--- config.mk ---
export PLATFORM = sky130hd
export DESIGN_NAME = cic_comp_fir
export DESIGN_NICKNAME = d
export VERILOG_FILES = /design/src/rtl/cic_comp_fir.sv
export SDC_FILE = /design/constraint.sdc
export NUM_CORES = 1
export LEC_CHECK = 0
export ABC_AREA = 1
export BUFFER_PORTS_ARGS = -buffer_cell sky130_fd_sc_hd__buf_4
export CORE_ASPECT_RATIO = 0.7
export CORE_MARGIN = 3
export CORE_UTILIZATION = 55
export CTS_BUF_LIST = sky130_fd_sc_hd__clkbuf_4 sky130_fd_sc_hd__clkbuf_8
export DETAILED_ROUTE_END_ITERATION = 12
export GPL_ROUTABILITY_DRIVEN = 0
export HOLD_SLACK_MARGIN = 0.12
export PLACE_DENSITY = 0.75
export SLEW_MARGIN = 20
export SYNTH_ARGS = -nofsm -noshare
export SYNTH_HDL_FRONTEND = slang
export SYNTH_SLANG_ARGS = --single-unit
--- constraint.sdc ---
create_clock -name clk -period 10.1 [get_ports clk]
set_clock_uncertainty 0.05 [all_clocks]
set_input_delay 2.02 -clock clk [delete_from_list [all_inputs] [get_ports clk]]
set_output_delay 2.02 -clock clk [all_outputs]
set_load 0.03 [all_outputs]
--- src/rtl/cic_comp_fir.sv ---
// cic_comp_fir: CIC compensation FIR with runtime-loadable taps, one shared multiplier,
// and round-half-up / saturate to OUT_WIDTH.
module cic_comp_fir #(
    parameter int IN_WIDTH   = 18,
    parameter int OUT_WIDTH  = 16,
    parameter int TAPS       = 7,
    parameter int COEF_WIDTH = 16,
    parameter int COEF_FRAC  = 14,
    parameter int SHIFT      = 2
) (
    input  logic                     clk,
    input  logic                     rst_n,
    input  logic [IN_WIDTH-1:0]      input_tdata,
    input  logic                     input_tvalid,
    output logic                     input_tready,
    output logic [OUT_WIDTH-1:0]     output_tdata,
    output logic                     output_tvalid,
    input  logic                     output_tready,
    output logic                     output_sat,
    input  logic                     coef_wr_en,
    input  logic [$clog2(TAPS)-1:0]  coef_addr,
    input  logic [COEF_WIDTH-1:0]    coef_data,
    output logic                     coef_busy
);
    localparam int AW = $clog2(TAPS);
    localparam int ACC_W = IN_WIDTH + COEF_WIDTH + AW;
    localparam int SH = COEF_FRAC + SHIFT;
    localparam logic signed [ACC_W-1:0] HALF = ACC_W'(1) << (SH - 1);
    localparam logic signed [ACC_W-1:0] OMAX = ACC_W'((1 << (OUT_WIDTH - 1)) - 1);
    localparam logic signed [ACC_W-1:0] OMIN = -OMAX - 1;

    typedef enum logic [1:0] {IDLE, MAC, ROUND, OUT} state_t;
    state_t state, state_nx;

    logic signed [IN_WIDTH-1:0]   d    [TAPS];
    logic signed [COEF_WIDTH-1:0] coef [TAPS];
    logic signed [ACC_W-1:0]      acc, prod, rnd;
    logic [AW-1:0]                tap;
    logic                         take, last, hi, lo, sat_q;

    assign input_tready  = state == IDLE;
    assign coef_busy     = state != IDLE;
    assign output_tvalid = state == OUT;
    assign output_sat    = sat_q && output_tvalid;
    assign take = input_tvalid && input_tready;
    assign last = tap == AW'(TAPS - 1);
    assign prod = ACC_W'(d[tap]) * ACC_W'(coef[tap]);
    assign rnd  = (acc + HALF) >>> SH;
    assign hi   = rnd > OMAX;
    assign lo   = rnd < OMIN;

    always_comb begin
        state_nx = state;
        unique case (state)
            IDLE:    state_nx = take ? MAC : IDLE;
            MAC:     state_nx = last ? ROUND : MAC;
            ROUND:   state_nx = OUT;
            OUT:     state_nx = output_tready ? IDLE : OUT;
            default: state_nx = IDLE;
        endcase
    end

    always_ff @(posedge clk or negedge rst_n) begin
        if (!rst_n) begin
            state        <= IDLE;
            acc          <= '0;
            tap          <= '0;
            output_tdata <= '0;
            sat_q        <= 1'b0;
            for (int i = 0; i < TAPS; i++) begin
                d[i]    <= '0;
                coef[i] <= (i == (TAPS - 1) / 2) ? COEF_WIDTH'(1 << COEF_FRAC) : '0;
            end
        end else begin
            state <= state_nx;
            if (take) begin
                d[0] <= $signed(input_tdata);
                for (int i = 1; i < TAPS; i++)
                    d[i] <= d[i-1];
                acc <= '0;
                tap <= '0;
            end
            if (state == MAC) begin
                acc <= acc + prod;
                tap <= tap + 1'b1;
            end
            if (state == ROUND) begin
                output_tdata <= hi ? OUT_WIDTH'(OMAX) : lo ? OUT_WIDTH'(OMIN) : OUT_WIDTH'(rnd);
                sat_q        <= hi | lo;
            end
            // Idle-only writes: a write coinciding with the handshake lands before MAC reads it
            if (coef_wr_en && !coef_busy && coef_addr < AW'(TAPS))
                coef[coef_addr] <= $signed(coef_data);
        end
    end
endmodule

==> results.yml <==
floorplanning:
  die_h_um: 190
  pin_count: 62
  rows: 66
  core_um2: 47200
  start_util: 0.566
  die_x_um: 269
  die_area_um2: 51200
global_route:
  grt_max_degree: 135
  grt_usage: 0.279
  grt_pass1_wl_um: 114000
  grt_overflow_total: 0
  grt_pass1_vias: 21300
  antenna_found_initial: 1
logic_synthesis:
  synth-xor-area-share: 0.00952
  ys_ff_latch: 297
  seq_area_frac_synth: 0.279
  ys_async_sr_fraction: 1.00
  synth_fa_ha_area_frac: 0.307
  synth.mux.area_fraction: 0
  synth_edf_count: 0
  synth_compound_area_frac: 0.118
  yosys_warnings: 0
  synth.cell_area_um2: 26700
  netlist_instances: 3333
  synthSimpleGateAreaFrac: 0.164
  yosysUniqueCellTypes: 44
  synth_top_family_by_area: "adder cells"
  avgSynthCellArea_um2: 8.00
  syn-num-nets: 3826
  synth-main-ff-cell: "dfrtp_1"
detailed_routing:
  ant_nets: 0
  wirelength_um: 68300
  dr_total_vias: 21400
  drc: 0
  drtIter0Drc: 2437
  via_per_inst: 5.30
  drt-wirelength-per-cell_um: 16.9
  first_pass_iters: 6
sta:
  hold_violations: 0
  slew_headroom: 0.219
  drv_slew: 0
  tightest_slew_ps: 1170
  rsz0062_at_grt: "false"
  min_period_ps: 8050
  setup_viol: 0
  fmax_ghz: 0.124
  finalSetupTns_ps: 0
  post-route-period-util: 0.797
worst_setup_path:
  worst-r2r-cell-count: 31
  arrival_ps: 8520
  crit_path_start_kind: "register"
  crit_path_end_kind: "register"
  critical_path_peak_fanout: 79
  cp_slowest_stage_delay_ps: 760
  cp_common_cell: "inv_1"
  crit_type: "reg2reg"
  crit_slowest_cell: "fa_1"
  cp.required_ps: 10570
placement:
  hpwl_um: 51300
  io_buffers: 61
clock_tree:
  postCtsSetupRepairBufs: 0
  clkLatencyLatePin_ps: 650
  clkTransAtPathRegs_ps: 70
  cts_tree: "built"
  clockBufferDepth: 3
  htree_levels: 2
  cts.sinks: 297
  cts_root_buf: "clkbuf_8"
  cts_inserted_buffers: 48
  holdBufCountCts: 0
  cts_resized: 0
status:
  status: "finished, final reports clean"
run:
  cap_violations: 0
min_path:
  whs_path_depth: 2
  min_path_type: "reg2reg"
layout:
  num_antenna_cells: 0
  final_common_cell: "nand2_1"
  drive_above_1_share: 0.0722
  fin_nets: 3850
  area_growth_pct: 7.54
  final_cell_mix: "nand2_1 (813), inv_1 (682), o21ai_0 (392)"
## through the flow
| stage | utilization | setup WS, ps | hold WS (ps) | cells | instance area [µm²] |
|---|---|---|---|---|---|
| floorplan | - | 3300 | 398 | 3333 | 26700 |
| global placement | 0.587 | 2350 | 410 | 3953 | 27700 |
| detailed placement | 0.587 | 2240 | 415 | 3953 | 27700 |
| CTS | 0.608 | 2210 | 433 | 4040 | 28700 |
| global route | 0.608 | 1560 | 449 | 4040 | 28700 |
| finish | 0.608 | 2050 | 429 | 4040 | 28700 |
## cells in the mapped netlist (14+ instances only)
cell type  number  area share
a21oi_1       130       0.024
ha_1          111       0.052
fa_1          340        0.26
o21ai_0       392       0.074
xor2_1         17      0.0056
dfrtp_1       296        0.28
inv_1         683       0.096
buf_2          42      0.0079
inv_2          14      0.0020
nor2_1        234       0.033
nand3_1        46      0.0086
o21ai_2        16      0.0053
clkbuf_1       61      0.0086
o21ai_1        33      0.0062
nand2_1       814        0.11
## cells by family after synthesis
kind of cell    count (synthesis)
fa+ha+maj                     451
xor+xnor                       29
flops                         297
compound gates                601
buf+inv                       828
simple gates                 1127
## flip-flops by register name, indices dropped and copies added (netlist names)
name and flops:
output_tdata 16, d 126, coef 112, acc 37, state 2, tap 3, sat_q 1
## worst paths after layout
| kind | startpoint | end | slack (ps) |
|---|---|---|---|
| min reg2reg | output_tdata[8]$_DFFE_PN0N_ | output_tdata[8]$_DFFE_PN0N_ | 430 |
| max reg2reg | tap[0]$_DFFE_PN0P_ | acc[36]$_DFFE_PN0P_ | 2050 |
| min in group asynchronous | rst_n | coef[107]$_DFFE_PN0P_ | 1370 |
| max in group asynchronous | rst_n | d[124]$_DFFE_PN0P_ | 7010 |
| max | tap[0]$_DFFE_PN0P_ | acc[36]$_DFFE_PN0P_ | 2050 |
| min | output_tdata[8]$_DFFE_PN0N_ | output_tdata[8]$_DFFE_PN0N_ | 430 |
## cell type report
class,instances,area [µm²]
timing repair buffer,103,785
sequential,297,7440
multi-input combinational,2208,16000
inverter,699,2630
clock buffer,79,950
tap,646,808
fill,4133,18500
clock inverter,8,62.6
## critical path, delay by kind of cell, from the launching register on
family                   cells  cell delay [ps]
buffers and inverters       12             2070
adder cells (fa/ha/maj)      7             3800
flip-flops                   1              420
AO/OA/AOI/OAI                5              830
AND/OR/NAND/NOR              7              680
## routing by layer
layer  wire length [µm]  vias up  part of all wire  GRT usage
met2              27600      917              0.41      0.395
met4               1470        0             0.022     0.0662
met1              30600    10300              0.45      0.412
li1                   -    10100                 -          -
met5                  0        -                 0          0
met3               8530      122              0.12     0.0996
Power is not shown: default switching activity piles up to over one toggle a cycle in this logic, so the estimate is an artifact.
